### src/rtl/i2c_arb_pkg.sv
`default_nettype none
// ============================================================================
// Module      : i2c_arb_pkg
// Description : Shared state encoding and default sizing for the I2C arbiter.
// Revision    : 1.0 - initial release
// ============================================================================
package i2c_arb_pkg;

    localparam int c_DEF_NUM_REQ    = 4;
    localparam int c_DEF_ADDR_BYTES = 1;
    localparam int c_DEF_DATA_BYTES = 2;

    typedef enum logic [1:0] {
        S_IDLE      = 2'd0,
        S_ISSUE     = 2'd1,
        S_WAIT_DONE = 2'd2,
        S_RESP      = 2'd3
    } arb_state_t;

endpackage
`default_nettype wire

### src/rtl/i2c_arb_picker.sv
`default_nettype none
// ============================================================================
// Module      : i2c_arb_picker
// Description : Combinational rotate-and-priority encoder; the search starts
//               at ptr and wraps modulo NUM_REQ.
// Revision    : 1.0 - initial release
// ============================================================================
module i2c_arb_picker
    import i2c_arb_pkg::*;
#(
    parameter int NUM_REQ = c_DEF_NUM_REQ,
    parameter int IDX_W   = (NUM_REQ > 1) ? $clog2(NUM_REQ) : 1
) (
    input  logic [NUM_REQ-1:0] req,
    input  logic [IDX_W-1:0]   ptr,
    output logic [NUM_REQ-1:0] winner,
    output logic [IDX_W-1:0]   winner_idx,
    output logic               any_req
);

    int               w_pos;
    logic [IDX_W-1:0] w_sel;

    always_comb begin
        winner     = '0;
        winner_idx = '0;
        any_req    = 1'b0;
        w_pos      = 0;
        w_sel      = '0;
        for (int k = 0; k < NUM_REQ; k++) begin
            w_pos = int'(ptr) + k;
            if (w_pos >= NUM_REQ) begin
                w_pos = w_pos - NUM_REQ;
            end
            w_sel = IDX_W'(w_pos);
            if (!any_req && req[w_sel]) begin
                any_req       = 1'b1;
                winner[w_sel] = 1'b1;
                winner_idx    = w_sel;
            end
        end
    end

endmodule
`default_nettype wire

### src/rtl/i2c_arbiter.sv
`default_nettype none
// ============================================================================
// Module      : i2c_arbiter
// Description : Shares one single-transfer I2C master among NUM_REQ requesters.
//               Round-robin by default; define I2C_ARB_FIXED_PRIO_EN for fixed
//               priority (lowest index wins).
// Revision    : 1.0 - initial release
// ============================================================================
module i2c_arbiter
    import i2c_arb_pkg::*;
#(
    parameter int NUM_REQ    = c_DEF_NUM_REQ,
    parameter int ADDR_BYTES = c_DEF_ADDR_BYTES,
    parameter int DATA_BYTES = c_DEF_DATA_BYTES
) (
    input  logic                              clk,
    input  logic                              reset,
    input  logic [NUM_REQ-1:0]                req,
    input  logic [NUM_REQ-1:0]                req_rd,
    input  logic [7*NUM_REQ-1:0]              req_chip_addr,
    input  logic [8*ADDR_BYTES*NUM_REQ-1:0]   req_reg_addr,
    input  logic [8*DATA_BYTES*NUM_REQ-1:0]   req_wdata,
    output logic [NUM_REQ-1:0]                gnt,
    output logic [NUM_REQ-1:0]                ack,
    output logic [8*DATA_BYTES-1:0]           rsp_rdata,
    output logic [ADDR_BYTES+DATA_BYTES:0]    rsp_status,
    output logic [6:0]                        m_chip_addr,
    output logic [8*ADDR_BYTES-1:0]           m_reg_addr,
    output logic [8*DATA_BYTES-1:0]           m_data_in,
    output logic                              m_write_en,
    output logic                              m_read_en,
    output logic                              m_write_mode,
    input  logic [8*DATA_BYTES-1:0]           m_data_out,
    input  logic [ADDR_BYTES+DATA_BYTES:0]    m_status,
    input  logic                              m_done,
    input  logic                              m_busy
);

    localparam int c_IDX_W = (NUM_REQ > 1) ? $clog2(NUM_REQ) : 1;
    localparam int c_AW    = 8 * ADDR_BYTES;
    localparam int c_DW    = 8 * DATA_BYTES;
    localparam int c_SW    = 1 + ADDR_BYTES + DATA_BYTES;

    arb_state_t          r_state;
    arb_state_t          w_state_next;

    logic [NUM_REQ-1:0]  w_winner;
    logic [c_IDX_W-1:0]  w_idx;
    logic [c_IDX_W-1:0]  w_ptr;
    logic                w_any;

    logic                w_sel_rd;
    logic [6:0]          w_sel_chip;
    logic [c_AW-1:0]     w_sel_reg;
    logic [c_DW-1:0]     w_sel_wdata;

    logic [NUM_REQ-1:0]  r_gnt;
    logic [NUM_REQ-1:0]  r_ack;
    logic                r_rd;
    logic                r_wen;
    logic                r_ren;
    logic [6:0]          r_chip;
    logic [c_AW-1:0]     r_reg;
    logic [c_DW-1:0]     r_wdata;
    logic [c_DW-1:0]     r_rdata;
    logic [c_SW-1:0]     r_status;

    i2c_arb_picker #(
        .NUM_REQ    (NUM_REQ),
        .IDX_W      (c_IDX_W)
    ) u_picker (
        .req        (req),
        .ptr        (w_ptr),
        .winner     (w_winner),
        .winner_idx (w_idx),
        .any_req    (w_any)
    );

    // One-hot winner drives an AND-OR mux over the packed requester fields.
    always_comb begin
        w_sel_rd    = 1'b0;
        w_sel_chip  = '0;
        w_sel_reg   = '0;
        w_sel_wdata = '0;
        for (int i = 0; i < NUM_REQ; i++) begin
            if (w_winner[i]) begin
                w_sel_rd    = req_rd[i];
                w_sel_chip  = req_chip_addr[7*i +: 7];
                w_sel_reg   = req_reg_addr[c_AW*i +: c_AW];
                w_sel_wdata = req_wdata[c_DW*i +: c_DW];
            end
        end
    end

    always_ff @(posedge clk) begin
        if (reset) begin
            r_state <= S_IDLE;
        end else begin
            r_state <= w_state_next;
        end
    end

    always_comb begin
        w_state_next = r_state;
        case (r_state)
            S_IDLE:      if (w_any)  w_state_next = S_ISSUE;
            S_ISSUE:     if (m_busy) w_state_next = S_WAIT_DONE;
            S_WAIT_DONE: if (m_done) w_state_next = S_RESP;
            S_RESP:      w_state_next = S_IDLE;
            default:     w_state_next = S_IDLE;
        endcase
    end

    always_ff @(posedge clk) begin
        if (reset) begin
            r_gnt    <= '0;
            r_ack    <= '0;
            r_rd     <= 1'b0;
            r_wen    <= 1'b0;
            r_ren    <= 1'b0;
            r_chip   <= '0;
            r_reg    <= '0;
            r_wdata  <= '0;
            r_rdata  <= '0;
            r_status <= '0;
        end else begin
            r_ack <= '0;
            case (r_state)
                S_IDLE: begin
                    if (w_any) begin
                        r_gnt   <= w_winner;
                        r_rd    <= w_sel_rd;
                        r_wen   <= ~w_sel_rd;
                        r_ren   <= w_sel_rd;
                        r_chip  <= w_sel_chip;
                        r_reg   <= w_sel_reg;
                        r_wdata <= w_sel_wdata;
                    end
                end
                S_ISSUE: begin
                    if (m_busy) begin
                        r_wen <= 1'b0;
                        r_ren <= 1'b0;
                    end
                end
                S_WAIT_DONE: begin
                    if (m_done) begin
                        if (r_rd) begin
                            r_rdata <= m_data_out;
                        end
                        r_status <= m_status;
                    end
                end
                S_RESP: begin
                    r_ack <= r_gnt;
                    r_gnt <= '0;
                end
                default: ;
            endcase
        end
    end

`ifdef I2C_ARB_FIXED_PRIO_EN
    assign w_ptr = '0;
`else
    logic [c_IDX_W-1:0] r_ptr;
    logic [c_IDX_W-1:0] r_idx;

    // Pointer advances past the served requester once the response is issued.
    always_ff @(posedge clk) begin
        if (reset) begin
            r_ptr <= '0;
            r_idx <= '0;
        end else begin
            if (r_state == S_IDLE && w_any) begin
                r_idx <= w_idx;
            end
            if (r_state == S_RESP) begin
                r_ptr <= (r_idx == c_IDX_W'(NUM_REQ - 1)) ? '0 : r_idx + c_IDX_W'(1);
            end
        end
    end

    assign w_ptr = r_ptr;
`endif

    assign gnt          = r_gnt;
    assign ack          = r_ack;
    assign rsp_rdata    = r_rdata;
    assign rsp_status   = r_status;
    assign m_chip_addr  = r_chip;
    assign m_reg_addr   = r_reg;
    assign m_data_in    = r_wdata;
    assign m_write_en   = r_wen;
    assign m_read_en    = r_ren;
    assign m_write_mode = 1'b0;

endmodule
`default_nettype wire

### config.mk
export PLATFORM = sky130hd
export DESIGN_NAME = i2c_arbiter
export DESIGN_NICKNAME = d
export VERILOG_FILES = /design/src/rtl/i2c_arb_pkg.sv /design/src/rtl/i2c_arb_picker.sv /design/src/rtl/i2c_arbiter.sv
export SDC_FILE = /design/constraint.sdc
export NUM_CORES = 1
export LEC_CHECK = 0
export CAP_MARGIN = 5
export CORE_ASPECT_RATIO = 0.8
export CORE_MARGIN = 10
export CORE_UTILIZATION = 35
export DETAILED_ROUTE_END_ITERATION = 7
export GPL_ROUTABILITY_DRIVEN = 0
export GPL_TIMING_DRIVEN = 0
export PLACE_DENSITY = 0.84
export SLEW_MARGIN = 0
export SYNTH_ARGS = -nofsm -noshare
export SYNTH_HDL_FRONTEND = slang
export SYNTH_SLANG_ARGS = --single-unit
### constraint.sdc
create_clock -name clk -period 4.15 [get_ports clk]
set_clock_uncertainty 0.2 [all_clocks]
set_input_delay 0.6225 -clock clk [delete_from_list [all_inputs] [get_ports clk]]
set_output_delay 0.6225 -clock clk [all_outputs]
set_load 0.005 [all_outputs]
# [After elaboration in Yosys (flattened, before gate mapping)]
# Index checks and enable logic that the tools add are counted.
[totals] reg_bits=68 latchBits=0 ram_bits=0 romBits=0 inputBits=156 out_inout_bits=62 word_cells=126 n_memories=0
[classes] add_sub_neg=8 n_mul=0 div_mod_pow=0 order_cmp=12 n_eq_ne=7 shift=0 mux=60 bitwise_logic=5 n_reduce_logical=21
[op_table] operator="16-bit two-way mux" n=4
[op_table] operator="8-bit two-way mux" n=4
[op_table] operator="7-bit two-way mux" n=4
[op_table] operator="2-bit two-way mux" n=12
[op_table] operator="4-bit two-way mux" n=5
[op_table] operator="1-bit two-way mux" n=19
[op_table] operator="2-bit by 3-bit less-than comparator with 1-bit output, second input constant" n=4
[op_table] operator="4-bit bitwise OR" n=3
[op_table] operator="3-bit >= comparator, second input constant" n=3
[op_table] operator="3-bit AND reduction" n=3
[op_table] operator="1-bit binary-select mux with 2-bit select" n=4
[op_table] operator="1-bit demux with 2-bit select" n=4
[op_table] operator="2-bit by 1-bit >= comparator with 1-bit output, second input constant" n=4
[op_table] operator="1-bit logical AND" n=8
[op_table] operator="2-bit one-hot mux with 4 select lines" n=1
[op_table] operator="4-bit one-hot mux with 2 select lines" n=1
[op_table] operator="2-bit by 1-bit subtractor with 2-bit output, second input constant" n=4
[op_table] operator="2-bit by 2-bit adder with 3-bit output, second input constant" n=2
[op_table] operator="2-bit == test, second input constant" n=3
[op_table] operator="2-bit != test, second input constant" n=3
[op_table] operator="2-bit AND reduction" n=3
[op_table] operator="1-bit one-hot mux with 2 select lines" n=2
[op_table] operator="2-bit nonzero test" n=2
[op_table] operator="2-bit by 1-bit adder with 3-bit output, second input constant" n=1
[op_table] operator="other kinds (7)" n=10

# [Longest topological paths before layout]
# Gate-level depths: netlist of run 1.
[logic_depth] depth_word=21 mapped_depth=13

# [Modules after synthesis]
# From an unflattened synthesis of run 1, not the netlist that was laid out.
[unflattened] hier_cells=419 hier_area_um2=3743.6
[modules_own_cells] mod="i2c_arbiter" instances=1 cells_per_inst=374 area_each_um2=3321.9 seq_area_each_um2=1361.3
[modules_own_cells] mod="i2c_arb_picker" instances=1 cells_per_inst=45 area_each_um2=421.7 seq_area_each_um2=0.0

# [Worst setup path before layout of run 1]
# Ideal clock, no wire load.
[synth_path] path_type="register -> register" startpoint="register r_ptr[0]" endpoint="register r_wen, in the netlist m_write_en" setup_ps=117 t_arrival_ps=2916 path_slack_ps=917 stages_incl_launch_ff=13 path_buffers=3 synth_period_minus_slack_ps=3233 cell_sequence="dfxtp_1 > buf_2 > inv_1 > ha_1 > buf_2 > and3b_1 > o21ai_0 > nand2_1 > a2111oi_4 > buf_4 > nor2_1 > a311o_1 > a32o_1"
[synth_via] elab_chain_len=21 word_cells_on_any_way=69
[synth_lines] element="from (decl)" line_no="i2c_arbiter.sv:166" text="logic [c_IDX_W-1:0] r_ptr;"
[synth_lines] element="from (signal assigned)" line_no="i2c_arbiter.sv:179" text="r_ptr <= (r_idx == c_IDX_W'(NUM_REQ - 1)) ? '0 : r_idx + c_IDX_W'(1);"
[synth_lines] element="parallel branches: the longest is 21 deep, another holds 2-bit by 1-bit adder with 3-bit output"
[synth_lines] element="to (signal assigned)" line_no="i2c_arbiter.sv:133" text="r_wen <= ~w_sel_rd;"
[synth_lines] element="to (decl)" line_no="i2c_arbiter.sv:60" text="logic r_wen;"
# Several ways; the timed one is not identified. The select of a mux whose other input is x is not followed.
# A chain may end at the register's enable or synchronous reset.

# [Worst setup path after layout of run 1]
# Same ends and word-level chain as after synthesis.

==> results_tabular.tex, run 1 <==
\begin{tabular}{lr}
\hline
Metric & Value \\
\hline
\multicolumn{2}{l}{\textbf{Global routing}} \\
Remaining global-route overflow & 0 \\
Number of global-route vias before repair & 4,708 \\
Largest net degree at the start of global routing & 14 \\
GRT Util Overall & between 10\% and 20\% \\
Global-route wire length before repair & 26.2 mm \\
Initial antenna violation count & 0 \\
\multicolumn{2}{l}{\textbf{Hold path}} \\
Hold WC Path Type & reg -> reg \\
Number of stages on the worst hold path & 2 \\
\multicolumn{2}{l}{\textbf{Placement}} \\
Post-placement setup slack & 283 ps \\
DPL Wire Length & 13.5 mm \\
Placement-stage cell area & 6370 um\^{}2 \\
Quantity of I/O buffers inserted on ports & approximately 210 \\
Total placed cells including tap cells & 900 \\
\multicolumn{2}{l}{\textbf{Routing}} \\
First-pass iteration count of the detailed router & 5 \\
Wire length per cell & 19.0 um \\
Routed WL & 17.4 mm \\
Number of routed nets with antenna violations & 0 \\
Number of vias per cell after detailed routing & 5.33 \\
Total via count in the routed design & 4,880 \\
Iter 0 DRT Violations & 270 \\
Total DRC errors in the routed layout & 0 \\
\multicolumn{2}{l}{\textbf{Yosys}} \\
Async set-reset flop share out of synthesis & 0\% \\
Synthesized area & just over 4000 um\^{}2 \\
Number of enable flip-flop cells after synthesis & 0 \\
Yosys Warn Count & 0 \\
Post-synthesis sequential element count & 68 \\
Cell taking the most area after synthesis & sky130\_fd\_sc\_hd\_\_dfxtp\_1 \\
Dominant cells by area after synthesis & sky130\_fd\_sc\_hd\_\_dfxtp\_1 34\%, sky130\_fd\_sc\_hd\_\_a21oi\_1 12\%, sky130\_fd\_sc\_hd\_\_a311o\_1 7.9\%, sky130\_fd\_sc\_hd\_\_nand2\_1 7.2\%, sky130\_fd\_sc\_hd\_\_nand3\_1 4.7\% \\
Average size of a mapped cell & 7.52 um\^{}2 \\
Number of distinct library cell variants in the gate-level netlist after synthesis & $\sim$50 \\
Number of nets produced by synthesis & 708 \\
Register area share after synthesis & 33.6\% \\
Fraction of synthesized cell area taken by the top area cell type & 33.6\% \\
Post-Syn Instances & 539 \\
Dominant synthesized flop cell & sky130\_fd\_sc\_hd\_\_dfxtp\_1 \\
\multicolumn{2}{l}{\textbf{Floorplan}} \\
Core area & between 10,000 and 15,000 um\^{}2 \\
Horizontal extent of the die & 140 um \\
Die boundary height & between 100 and 150 um \\
Initial cell density of the core & 35.5\% \\
Number of top-level pins & 218 \\
\# rows & 35 \\
Area of the die & 16,300 um\^{}2 \\
\multicolumn{2}{l}{\textbf{Finish}} \\
Core occupancy in the finished layout & 58.4\% \\
N\_diodes & 0 \\
Final Net Count & about 930 \\
Layout cells sized above 1 & 7.03\% \\
Count of fill cells added during filler insertion & between 1,000 and 1,500 \\
Finished layout cell area & 6680 um\^{}2 \\
Post-route insts no fill & 916 \\
Area growth, synth to finish & 64.7\% \\
\multicolumn{2}{l}{\textbf{Critical path}} \\
Slowest cell on the critical path & sky130\_fd\_sc\_hd\_\_a2111o\_1 \\
Cell-by-cell trace of the critical path & buf\_2 -> inv\_1 -> ha\_1 -> buf\_2 -> and3b\_1 -> o21ai\_0 -> nand2\_1 -> a2111o\_1 -> buf\_2 -> a311o\_1 -> a32o\_1 \\
Endpoint arrival time on the critical path & 3820 ps \\
Kind of critical path & reg -> reg \\
Crit Path Max Fanout & 10 \\
Path depth of the worst reg2reg path & 11 \\
Capturing element type of the critical path & register \\
Worst path most repeated cell & sky130\_fd\_sc\_hd\_\_buf\_2 \\
Required time worst endpoint & roughly 4200 ps \\
Slowest cell delay on critical path & around 540 ps \\
Startpoint class of the critical path & register \\
\multicolumn{2}{l}{\textbf{Clocking}} \\
Number of gates resized after cts & 0 \\
Clock sink total & 68 \\
Count of hold buffers inserted by post-cts repair & 0 \\
Count of H-tree levels built during CTS & 3 \\
Insertion delay to the later sink of the worst-skew pair & about 330 ps \\
Longest Clk Path Bufs & 2 \\
Clock transition at the registers of the reported paths & 60 ps \\
Number of buffers created by CTS & 9 \\
Root buffer cell & sky130\_fd\_sc\_hd\_\_clkbuf\_16 \\
Clock tree from TritonCTS & yes \\
\# Post-CTS Setup Buffers & 0 \\
\multicolumn{2}{l}{\textbf{Timing}} \\
Maximum clock rate & 0.264 GHz \\
Fin crit period & 3790 ps \\
PnR worst setup slack & 355 ps \\
Final slew viol count & 0 \\
Final worst path period share & between 90\% and 100\% \\
Final-report setup violation count & 0 \\
Pin slew with the least headroom to its limit & 650 ps \\
Final-layout worst hold slack & approximately 250 ps \\
Setup repair after global routing missed its margin & no \\
Worst slew margin & a little under three fifths \\
Final-layout setup total negative slack & 0 ps \\
Final number of hold-violating endpoints & 0 \\
\multicolumn{2}{l}{\textbf{Power}} \\
Leak & roughly 2.4 nW \\
Power density over cell area & 555 nW/um\^{}2 \\
Power consumption & 3.71 mW \\
Worst supply voltage drop on vdd & 0.000308 V \\
\multicolumn{2}{l}{\textbf{Flow run}} \\
Number of max-cap violations & 0 \\
\multicolumn{2}{l}{\textbf{Run status}} \\
Status & finished, final reports clean \\
\hline
\end{tabular}
## layout make-up
class	count	area, um^2	share of cell area (%)
Inverter	10	37.5	0.562
Buffer	51	273	4.09
Timing Repair Buffer	213	2130	31.9
Sequential cell	68	1360	20.4
Multi-Input combinational cell	410	2390	35.7
Tap cell	148	185	2.77
Clock buffer	9	225	3.37
Clock inverter	7	75.1	1.12
## routing by layer
layer | part of all wire, % | global-route usage, % | routed length, um
met2 | 46 | 32.3 | 7970
met3 | 12 | 8.09 | 2160
met4 | 1.3 | 4.46 | 231
met1 | 41 | 24.5 | 7080
met5 | 0 | 0 | 0
## Yosys cell counts, types with 4 or more instances
| master | number |
|---|---|
| sky130_fd_sc_hd__a21oi_1 | 99 |
| sky130_fd_sc_hd__a311o_1 | 32 |
| sky130_fd_sc_hd__and2_1 | 6 |
| sky130_fd_sc_hd__buf_2 | 14 |
| sky130_fd_sc_hd__buf_4 | 4 |
| sky130_fd_sc_hd__buf_6 | 6 |
| sky130_fd_sc_hd__clkbuf_1 | 25 |
| sky130_fd_sc_hd__dfxtp_1 | 68 |
| sky130_fd_sc_hd__ha_1 | 13 |
| sky130_fd_sc_hd__inv_1 | 10 |
| sky130_fd_sc_hd__mux2i_1 | 8 |
| sky130_fd_sc_hd__nand2_1 | 78 |
| sky130_fd_sc_hd__nand3_1 | 38 |
| sky130_fd_sc_hd__nor2_1 | 48 |
| sky130_fd_sc_hd__o21ai_0 | 34 |
| sky130_fd_sc_hd__or3_1 | 6 |
## where the power goes
group	total [mW]	leakage (nW)	internal (mW)	switching (mW)
combinational	1.94	1.75	0.948	0.987
clock	0.775	0.138	0.468	0.307
sequential	0.995	0.558	0.868	0.127
## critical path, delay by kind of cell (launching register included)
| kind | cells | cell delay (ps) |
|---|---|---|
| flip-flops | 1 | 420 |
| AO/OA/AOI/OAI | 4 | 1430 |
| buffers and inverters | 4 | 840 |
| adder cells (fa/ha/maj) | 1 | 360 |
| AND/OR/NAND/NOR | 2 | 430 |
## sequential cells by signal (all words and copies together), names as in the netlist, 4 cells and up
| name | flops |
|---|---|
| rsp_status | 4 |
| rsp_rdata | 16 |
| m_reg_addr | 8 |
| gnt | 4 |
| m_chip_addr | 7 |
| m_data_in | 16 |
| ack | 4 |
## logic make-up after synthesis
| group | count (synthesis) | synth area share (%) |
|---|---|---|
| buffers and inverters | 61 | 7.56 |
| other | 1 | 0.0925 |
| and+or+nand+nor | 193 | 21.0 |
| DFF | 68 | 33.6 |
| adders and majority gates | 13 | 4.01 |
| muxes | 12 | 3.37 |
| AOI/OAI and AO/OA | 191 | 30.4 |
## worst paths after layout
check,start,slack (ps),end
setup reg to reg,r_ptr[0],360,m_write_en
hold reg to reg,rsp_status[0],250,rsp_status[0]
hold / removal,rsp_status[0],250,rsp_status[0]
setup / recovery,r_ptr[0],360,m_write_en
## placed cells by master (no fill, tap or decap), drive strengths merged, types with 6 or more instances in the layout
master / n
ha: 13
a21oi: 99
or3: 6
clkbuf: 34
clkdlybuf4s50: 213
buf: 26
and2: 6
nor2: 48
a311o: 32
o21ai: 35
inv: 12
nand3: 38
dfxtp: 68
mux2i: 8
nand2: 79
Note: power is estimated with default switching activity, not from simulation.
==> run 2, diff against run 1 <==
--- a/config.mk
+++ b/config.mk
@@ -8,11 +8,11 @@
 export CAP_MARGIN = 5
 export CORE_ASPECT_RATIO = 0.8
 export CORE_MARGIN = 10
-export CORE_UTILIZATION = 35
+export CORE_UTILIZATION = 40
 export DETAILED_ROUTE_END_ITERATION = 7
 export GPL_ROUTABILITY_DRIVEN = 0
 export GPL_TIMING_DRIVEN = 0
-export PLACE_DENSITY = 0.84
+export PLACE_DENSITY = 0.93
 export SLEW_MARGIN = 0
 export SYNTH_ARGS = -nofsm -noshare
 export SYNTH_HDL_FRONTEND = slang
==> results_tabular.tex, run 2 (same netlist as run 1, synthesis figures left out) <==
\begin{tabular}{lr}
\hline
Metric & Value \\
\hline
\multicolumn{2}{l}{\textbf{Clocking}} \\
Root buffer cell & sky130\_fd\_sc\_hd\_\_clkbuf\_16 \\
Insertion delay to the later sink of the worst-skew pair & 330 ps (about the same) \\
Clock sink total & 68 (unchanged) \\
Clock transition at the registers of the reported paths & 60 ps (about the same) \\
Number of gates resized after cts & 0 (unchanged) \\
Longest Clk Path Bufs & 2 (unchanged) \\
Count of H-tree levels built during CTS & 3 (unchanged) \\
Clock tree from TritonCTS & yes \\
Count of hold buffers inserted by post-cts repair & 0 (unchanged) \\
Number of buffers created by CTS & 9 (unchanged) \\
\# Post-CTS Setup Buffers & 0 (unchanged) \\
\multicolumn{2}{l}{\textbf{Global routing}} \\
Global-route wire length before repair & 27.6 mm (+5.5\%) \\
Largest net degree at the start of global routing & 12 (-2) \\
Remaining global-route overflow & 0 (unchanged) \\
Met1 usage in global routing & 26.9\% (+2.4 points) \\
Met3 Use GR & 7.91\% (-0.17 points) \\
GRT Util Overall & 23.5\% (+3.5 points) \\
Number of global-route vias before repair & 5,134 (+9.0\%) \\
Global route hottest layer & met2 \\
Routing usage on met2 & 40.7\% (+8.4 points) \\
Initial antenna violation count & 0 (unchanged) \\
\multicolumn{2}{l}{\textbf{Critical path}} \\
Worst setup endpoint & m\_data\_in[3] \\
Endpoint arrival time on the critical path & 3850 ps (+30 ps) \\
Path depth of the worst reg2reg path & 12 (+1) \\
Startpoint class of the critical path & register \\
Crit Path Max Fanout & 10 (unchanged) \\
Source of the critical timing path & r\_ptr[0] \\
Required time worst endpoint & 4160 ps (about the same) \\
Crit Reg-Reg Endpoint & m\_data\_in[3] \\
Worst R2R Setup Slack & 310 ps (-40 ps) \\
Source of the worst register-to-register timing path & r\_ptr[0] \\
Capturing element type of the critical path & register \\
Kind of critical path & reg -> reg \\
\multicolumn{2}{l}{\textbf{Timing}} \\
Worst slew margin & 58.6\% (+2.0 points) \\
Setup repair after global routing missed its margin & no \\
Maximum clock rate & 0.261 GHz (-1.1\%) \\
Final-layout setup total negative slack & 0 ps (unchanged) \\
Final number of hold-violating endpoints & 0 (unchanged) \\
Fin crit period & 3840 ps (+41.8 ps) \\
Final-report setup violation count & 0 (unchanged) \\
Final-layout worst hold slack & 257 ps (+2.34 ps) \\
Final slew viol count & 0 (unchanged) \\
Final worst path period share & 92.4\% (+1.0 points) \\
Pin slew with the least headroom to its limit & 603 ps (-46.5 ps) \\
\multicolumn{2}{l}{\textbf{Power}} \\
Worst supply voltage drop on vdd & 0.000301 V (-2.1\%) \\
Relative contribution of the clock network to total power & 22.0\% (+1.1 points) \\
Comb power frac & 51.5\% (-0.7 points) \\
Switching share of power & 37.5\% (-0.90 points) \\
Leak & 2.46 nW (+0.55\%) \\
Cell internal pwr & 2.37 mW (+3.6\%) \\
Power spent charging and discharging nets & 1.42 mW (-0.24\%) \\
Power consumption & 3.79 mW (+2.1\%) \\
Share of power burned in registers & 26.5\% (-0.4 points) \\
Power density over cell area & 566 nW/um\^{}2 (+2.0\%) \\
\multicolumn{2}{l}{\textbf{Hold path}} \\
Hold Startpoint & rsp\_rdata[4] \\
Hold WC Path Type & reg -> reg \\
\multicolumn{2}{l}{\textbf{Routing}} \\
Total DRC errors in the routed layout & 0 (unchanged) \\
Routed WL & 18.0 mm (+3.1\%) \\
Total via count in the routed design & 5,066 (+3.8\%) \\
Number of routed nets with antenna violations & 0 (unchanged) \\
First-pass iteration count of the detailed router & 5 (unchanged) \\
Iter 0 DRT Violations & 431 (+60\%) \\
Number of vias per cell after detailed routing & 5.60 (+5.2\%) \\
Wire length per cell & 19.9 um (+4.5\%) \\
\multicolumn{2}{l}{\textbf{Floorplan}} \\
Number of top-level pins & 218 (unchanged) \\
Die boundary height & 110 um (-5.3\%) \\
Area of the die & 14,600 um\^{}2 (-11\%) \\
Core area & 9770 um\^{}2 (-15\%) \\
\# rows & 32 (-8.6\%) \\
Initial cell density of the core & 41.5\% (+6.0 points) \\
Horizontal extent of the die & 133 um (-5.5\%) \\
\multicolumn{2}{l}{\textbf{Finish}} \\
Leading cell type in the layout, fill and taps excluded & sky130\_fd\_sc\_hd\_\_clkdlybuf4s50\_1 \\
Layout cells sized above 1 & 6.52\% (-0.51 points) \\
Final Net Count & 932 (unchanged) \\
Finished layout cell area & 6680 um\^{}2 (+0.11\%) \\
Area growth, synth to finish & 64.9\% \\
Post-route insts no fill & 904 (-1.3\%) \\
Most frequent cells in the layout & 213 x sky130\_fd\_sc\_hd\_\_clkdlybuf4s50\_1, 99 x sky130\_fd\_sc\_hd\_\_a21oi\_1, 78 x sky130\_fd\_sc\_hd\_\_nand2\_1, 68 x sky130\_fd\_sc\_hd\_\_dfxtp\_1, 48 x sky130\_fd\_sc\_hd\_\_nor2\_1 \\
\multicolumn{2}{l}{\textbf{Placement}} \\
DPL Wire Length & 14.0 mm (+3.3\%) \\
Quantity of I/O buffers inserted on ports & 213 (unchanged) \\
Total placed cells including tap cells & 888 (-1.3\%) \\
Placement-stage cell area & 6350 um\^{}2 (-0.24\%) \\
\multicolumn{2}{l}{\textbf{Flow run}} \\
Number of max-cap violations & 0 (unchanged) \\
\multicolumn{2}{l}{\textbf{Run status}} \\
Status & finished, final reports clean \\
\hline
\end{tabular}
-- run 2: cell count changes in the layout (fill, tap and decap cells not counted), sizes merged --
cell | before | now
diode | 0 | 1
clkbuf | 34 | 36
clkinvlp | 3 | 1
bufinv | 1 | 2
inv | 12 | 10
-- run 2: how the worst min path moves through the flow --
stage,endpoint,slack [ps],cells after the start
2_1_floorplan,r_idx[1],240,2
3_3_place_gp,rsp_rdata[9],240,2
3_5_place_dp,rsp_rdata[4],250,2
4_1_cts,rsp_status[1],260,2
5_1_grt,rsp_rdata[13],280,2
6_report,rsp_rdata[4],260,2
-- run 2: power by group through the flow --
| stage | Sequential, mW | Combinational [mW] | Clock, mW |
|---|---|---|---|
| 4_1_cts | 0.997 | 1.94 | 0.844 |
| 6_report | 1.00 | 1.95 | 0.834 |
| 3_3_place_gp | 0.988 | 1.87 | 0 |
| 2_1_floorplan | 1.00 | 1.05 | 0 |
| 3_5_place_dp | 1.00 | 1.92 | 0 |
| 5_1_grt | 1.02 | 2.13 | 0.872 |
-- run 2: metrics by stage --
step                      worst slack [ps]  utilization (%)
after floorplan                        917                -
final                                  314             68.4
after global routing                  3.04             68.4
after global placement                 395             65.0
after detailed placement               379             65.0
after CTS                              309             68.4
-- run 2: layer usage --
layer | vias up | part of all wire (%)
met5 | - | 0
met4 | 0 | 2.1
met3 | 25 | 11
met2 | 266 | 48
met1 | 2398 | 39
li1 | 2377 | -
-- run 2: layout make-up --
type / count / area [um^2]
fill: 797 / 3090
multi-input combinational: 410 / 2380
timing repair buffer: 213 / 2130
sequential: 68 / 1360
buffer: 51 / 270
clock buffer: 11 / 253
tap: 136 / 170
clock inverter: 4 / 72.6
inverter: 10 / 37.5
antenna: 1 / 2.50
-- run 2: worst max-delay path: stages, from the launching register on --
cell and delay, ps:
sky130_fd_sc_hd__dfxtp_1 490, sky130_fd_sc_hd__buf_2 290, sky130_fd_sc_hd__inv_1 150, sky130_fd_sc_hd__ha_1 360, sky130_fd_sc_hd__buf_2 200, sky130_fd_sc_hd__and3b_1 170
sky130_fd_sc_hd__o21ai_0 260, sky130_fd_sc_hd__nand2_1 230, sky130_fd_sc_hd__a2111oi_4 410, sky130_fd_sc_hd__buf_4 230, sky130_fd_sc_hd__clkbuf_1 380, sky130_fd_sc_hd__a311o_1 270
sky130_fd_sc_hd__a21oi_1 70
